[src/rtl/prog_image_loader.sv]
// Byte-stream loader for the accumulator CPU image bus: sync, 32 payload bytes, checksum,
// then a registered initial_load pulse with stable init_ins/init_data.
module prog_image_loader #(
    parameter logic [7:0] SYNC_BYTE   = 8'hA5,
    parameter int         LOAD_CYCLES = 2,
    parameter int         TIMEOUT     = 255
) (
    input  logic         clk,
    input  logic         reset,
    input  logic [7:0]   in_data,
    input  logic         in_valid,
    output logic         in_ready,
    output logic [127:0] init_ins,
    output logic [127:0] init_data,
    output logic         initial_load,
    output logic         cpu_hold,
    output logic         busy,
    output logic         done,
    output logic         csum_err,
    output logic         frame_err
);

    localparam logic [3:0]  LOAD_CNT_INIT = 4'(LOAD_CYCLES);
    localparam logic [15:0] TIMEOUT_W     = 16'(TIMEOUT);

    typedef enum logic [1:0] {
        ST_IDLE,
        ST_PAYLOAD,
        ST_CSUM,
        ST_LOAD
    } state_t;

    state_t         state_q;
    logic [4:0]     idx_q;
    logic [7:0]     sum_q;
    logic [255:0]   shadow_q;
    logic [3:0]     load_cnt_q;
    logic [15:0]    idle_cnt_q;
    logic [127:0]   init_ins_q;
    logic [127:0]   init_data_q;
    logic           initial_load_q;
    logic           cpu_hold_q;
    logic           busy_q;
    logic           done_q;
    logic           csum_err_q;
    logic           frame_err_q;

    logic           accept;
    logic [7:0]     sum_d;
    logic [15:0]    idle_cnt_d;
    logic           timeout_hit;

    assign in_ready    = !reset && (state_q != ST_LOAD);
    assign accept      = in_valid && in_ready;
    assign sum_d       = sum_q + in_data;
    assign idle_cnt_d  = idle_cnt_q + 16'd1;
    // An accepted byte always wins over the timeout on the same edge.
    assign timeout_hit = (TIMEOUT != 0) && !accept && (idle_cnt_d == TIMEOUT_W);

    always_ff @(posedge clk) begin
        if (reset) begin
            state_q        <= ST_IDLE;
            idx_q          <= '0;
            sum_q          <= '0;
            shadow_q       <= '0;
            load_cnt_q     <= '0;
            idle_cnt_q     <= '0;
            init_ins_q     <= '0;
            init_data_q    <= '0;
            initial_load_q <= 1'b0;
            cpu_hold_q     <= 1'b0;
            busy_q         <= 1'b0;
            done_q         <= 1'b0;
            csum_err_q     <= 1'b0;
            frame_err_q    <= 1'b0;
        end else begin
            case (state_q)
                ST_IDLE: begin
                    if (accept && (in_data == SYNC_BYTE)) begin
                        state_q     <= ST_PAYLOAD;
                        idx_q       <= '0;
                        sum_q       <= '0;
                        idle_cnt_q  <= '0;
                        busy_q      <= 1'b1;
                        cpu_hold_q  <= 1'b1;
                        done_q      <= 1'b0;
                        csum_err_q  <= 1'b0;
                        frame_err_q <= 1'b0;
                    end
                end

                ST_PAYLOAD: begin
                    if (accept) begin
                        shadow_q[{idx_q, 3'b000} +: 8] <= in_data;
                        sum_q      <= sum_d;
                        idx_q      <= idx_q + 5'd1;
                        idle_cnt_q <= '0;
                        if (idx_q == 5'd31) begin
                            state_q <= ST_CSUM;
                        end
                    end else if (timeout_hit) begin
                        state_q     <= ST_IDLE;
                        frame_err_q <= 1'b1;
                        busy_q      <= 1'b0;
                        cpu_hold_q  <= 1'b0;
                    end else begin
                        idle_cnt_q <= idle_cnt_d;
                    end
                end

                ST_CSUM: begin
                    if (accept) begin
                        idle_cnt_q <= '0;
                        if (sum_d == 8'h00) begin
                            init_ins_q     <= shadow_q[127:0];
                            init_data_q    <= shadow_q[255:128];
                            initial_load_q <= 1'b1;
                            load_cnt_q     <= LOAD_CNT_INIT;
                            state_q        <= ST_LOAD;
                        end else begin
                            csum_err_q <= 1'b1;
                            busy_q     <= 1'b0;
                            cpu_hold_q <= 1'b0;
                            state_q    <= ST_IDLE;
                        end
                    end else if (timeout_hit) begin
                        state_q     <= ST_IDLE;
                        frame_err_q <= 1'b1;
                        busy_q      <= 1'b0;
                        cpu_hold_q  <= 1'b0;
                    end else begin
                        idle_cnt_q <= idle_cnt_d;
                    end
                end

                ST_LOAD: begin
                    load_cnt_q <= load_cnt_q - 4'd1;
                    if (load_cnt_q == 4'd1) begin
                        initial_load_q <= 1'b0;
                        cpu_hold_q     <= 1'b0;
                        busy_q         <= 1'b0;
                        done_q         <= 1'b1;
                        state_q        <= ST_IDLE;
                    end
                end

                default: state_q <= ST_IDLE;
            endcase
        end
    end

    assign init_ins     = init_ins_q;
    assign init_data    = init_data_q;
    assign initial_load = initial_load_q;
    assign cpu_hold     = cpu_hold_q;
    assign busy         = busy_q;
    assign done         = done_q;
    assign csum_err     = csum_err_q;
    assign frame_err    = frame_err_q;

endmodule

[config.mk]
export PLATFORM = sky130hd
export DESIGN_NAME = prog_image_loader
export DESIGN_NICKNAME = d
export VERILOG_FILES = /design/src/rtl/prog_image_loader.sv
export SDC_FILE = /design/constraint.sdc
export NUM_CORES = 1
export LEC_CHECK = 0
export BUFFER_PORTS_ARGS = -buffer_cell sky130_fd_sc_hd__buf_2
export CAP_MARGIN = 5
export CORE_MARGIN = 5
export CORE_UTILIZATION = 62
export DETAILED_ROUTE_END_ITERATION = 6
export GPL_TIMING_DRIVEN = 0
export PLACE_DENSITY = 0.87
export SYNTH_ARGS = -nofsm -noshare
export SYNTH_HDL_FRONTEND = slang
export SYNTH_SLANG_ARGS = --single-unit
[constraint.sdc]
create_clock -name clk -period 4.9 [get_ports clk]
set_input_delay 0.735 -clock clk [delete_from_list [all_inputs] [get_ports clk]]
set_output_delay 0.735 -clock clk [all_outputs]
set_load 0.05 [all_outputs]
==> impl_metrics.json <==
{
  "synth_top_family_by_area": "simple AND/OR/NAND/NOR gates",
  "post_cts_resize_count": 0,
  "die_y_um": 194.9,
  "reg2reg_from": "idx_q[0]",
  "port_buffers": 272,
  "synthesis.nets": 2494,
  "io_pins": 274,
  "synth_adder_area_share_pct": 1.333,
  "cts_sinks": 553,
  "gp_congestion": 0.9572,
  "fin_crit_ps": 3575,
  "synth-edff-count": 0,
  "switchingPower_uw": 1938,
  "seq_area_frac_synth_pct": 52.20,
  "power.internal_uw": 6883,
  "fin_worst_skew_ps": 22.84,
  "holdPathEnd": "init_ins[100]",
  "period_share_pct": 72.97,
  "areaGrowthSynthToFinish_pct": 17.29,
  "hpwl_um": 47080,
  "final_common_cell": "nand2_1",
  "sw_frac_of_total_pct": 21.97,
  "path_cells": "clkbuf_1 > inv_1 > ha_1 > nor3b_2 > xor2_1 > nand3_2 > nor4_4 > mux2i_1 > nor2_1",
  "r2r_cells": 9,
  "netlist.area_leader.share_pct": 52.20,
  "powerDensity_nw_per_um2": 354.6,
  "grt_usage_pct": 33.35,
  "coreArea_sq_um": 33620,
  "hold_path.class": "flip-flop to flip-flop",
  "wl_um": 67400,
  "fin_hold_ws_ps": 447.6,
  "grt_pass1_wl_um": 101800,
  "via_per_inst": 5.925,
  "synth_area_per_cell_sq_um": 8.617,
  "cts_hold_buf": 0,
  "hold_path_depth": 2,
  "path_clk_slew_ps": 60,
  "r2r_slack_ps": 1320,
  "clockBufferDepth": 3,
  "p_comb_share_pct": 2.6,
  "ir_drop_mv": 0.2329,
  "async_flop_share_pct": 0,
  "worstMarginPinSlew_ps": 1268,
  "dp_slack_ps": 993.0,
  "postCtsSetupRepairBufs": 0,
  "die_w_um": 194.9,
  "dr.pass1.iters": 6,
  "final_util_pct": 73.99,
  "initial_core_util_pct": 63.08,
  "synthSimpleGateAreaFrac_pct": 21.48,
  "numCtsBuffers": 51,
  "critPathMaxFanout": 10,
  "layout-drive-gt1-share_pct": 16.09,
  "synth_cell_type_count": 68,
  "worstPathArrival_ps": 4010,
  "setup_ws_ps": 1325,
  "synth_area_sq_um": 21210,
  "nFillCells": 2414,
  "grt_pass1_vias": 18680,
  "critPathRequiredTime_ps": 5340,
  "final-seq-area_sq_um": 11070,
  "multi_input_area_sq_um": 9205,
  "htreeDepth": 2,
  "synthTopCellsByArea": "dfxtp_1 52%, nand2_1 11%, mux2i_1 9.4%",
  "antenna_found_initial": 1,
  "insertion_delay_ps": 580,
  "num_vias": 19410,
  "synthMuxAreaShare_pct": 9.493,
  "dp.cells": 3181,
  "yosysTopAreaCell": "dfxtp_1",
  "cp-end-kind": "flip-flop",
  "p_leak_uw": 0.009508,
  "fin_cells": 3275,
  "postSynthCellCount": 2461,
  "hp-start": "init_ins[100]",
  "drv_slew": 0,
  "ys.flop_type": "dfxtp_1",
  "r2r-end": "shadow_q[230]",
  "finalHoldViolCount": 0,
  "drcViolationCount": 0,
  "critPathMaxStageDelay_ps": 750,
  "drt-initial-drc-count": 2187,
  "synth-xor-area-share_pct": 0.6195,
  "status": "finished, final reports clean",
  "post_drt_wl_per_cell_um": 20.58,
  "setup_viol": 0,
  "drtAntennaViolNets": 0,
  "dieArea_sq_um": 38000,
  "cts_root_buffer": "clkbuf_16",
  "fmax_mhz": 279.7,
  "num_antenna_cells": 0,
  "tns_ps": 0,
  "mostFrequentLayoutCells": "609 x nand2_1, 553 x dfxtp_1, 335 x a21oi_1",
  "synth_compound_area_share_pct": 10.48,
  "fin_nets": 2819,
  "slew_headroom_pct": 15.45,
  "ys_ff_latch": 553,
  "grt_max_degree": 17,
  "worst-setup-path-type": "flip-flop to flip-flop",
  "cap_violations": 0,
  "yosysWarnings": 0,
  "seq_power_share_pct": 51.0,
  "cts_tree": "built",
  "cp-start-kind": "flip-flop",
  "clockPowerShare_pct": 46.4,
  "rows": 67,
  "rsz0062_at_grt": "no",
  "overflow": 0,
  "slowest_stage": "nor4_4"
}
logic make-up after synthesis:
group | after synthesis
fa+ha+maj | 22
xor+xnor | 15
mux | 201
flops | 553
buf+inv | 192
compound gates | 414
simple gates | 1064
synth_stat cells (6+ instances only):
library cell and count:
a21oi_1 335, a22oi_1 11, a31oi_1 8, and2_1 11, and3_1 19, buf_1 14, buf_2 21, buf_4 23
buf_6 13, clkbuf_1 108, dfxtp_1 553, ha_1 21, inv_1 13, mux2i_1 200, nand2_1 609, nand3_1 69
nand4b_1 10, nor2_1 246, nor2_2 18, nor2b_1 7, nor3_1 24, nor4_1 6, o21ai_0 27, xnor2_1 7
xor2_1 8
sequential cells by signal, summed over array words and instances, names as in the netlist, 2 cells and up:
signal and count:
shadow_q 256, idx_q 5, init_data 128, state_q 2
load_cnt_q 4, init_ins 128, sum_q 8, idle_cnt_q 16
per-stage QoR:
step | instance area, sq um | total power [uW]
CTS | 24870 | 8805
finish | 24870 | 8820
global placement | 23130 | 4814
global route | 24870 | 9017
detailed placement | 23130 | 4819
floorplan | 21210 | 4736
area by class of cell:
type,count,area share [%]
clock inverter,28,1.253
multi-input combinational,1716,37.01
sequential,553,44.51
clock buffer,66,5.760
tap,448,2.254
inverter,13,0.1962
timing repair buffer,272,5.473
buffer,179,3.546
critical path: cells and delay by family (launching register included):
kind / cells / cell delay (ps)
XOR/XNOR: 1 / 530
adder cells (fa/ha/maj): 1 / 290
buffers and inverters: 2 / 520
flip-flops: 1 / 390
multiplexers: 1 / 300
AND/OR/NAND/NOR: 4 / 1420
power by group through the flow:
stage | Clock [uW] | Combinational, uW | Sequential (uW)
floorplan | 0 | 130 | 4610
global placement | 0 | 211 | 4600
detailed placement | 0 | 216 | 4600
CTS | 4090 | 218 | 4500
global route | 4280 | 237 | 4500
finish | 4090 | 225 | 4500
metal layers:
metal	GRT usage [%]	vias to the layer above	share of wire, %
met5	0	-	0.010
li1	-	8842	-
met4	16.96	2	6.0
met3	8.345	296	11
met2	53.76	1199	45
met1	41.71	9067	38
worst max path at each step:
stage                     startpoint             to  slack (ps)  depth (start not counted)
after floorplan           in_data[0]  init_ins[100]        1540                         12
after global placement    in_data[0]  init_ins[109]        1040                         12
after detailed placement  in_data[0]  init_ins[110]         990                         12
after CTS                   idx_q[0]  shadow_q[228]        1510                          9
after global routing        idx_q[0]  shadow_q[225]        1210                          9
final                       idx_q[0]  shadow_q[230]        1320                          9
Power figures use the tool's default switching activity.
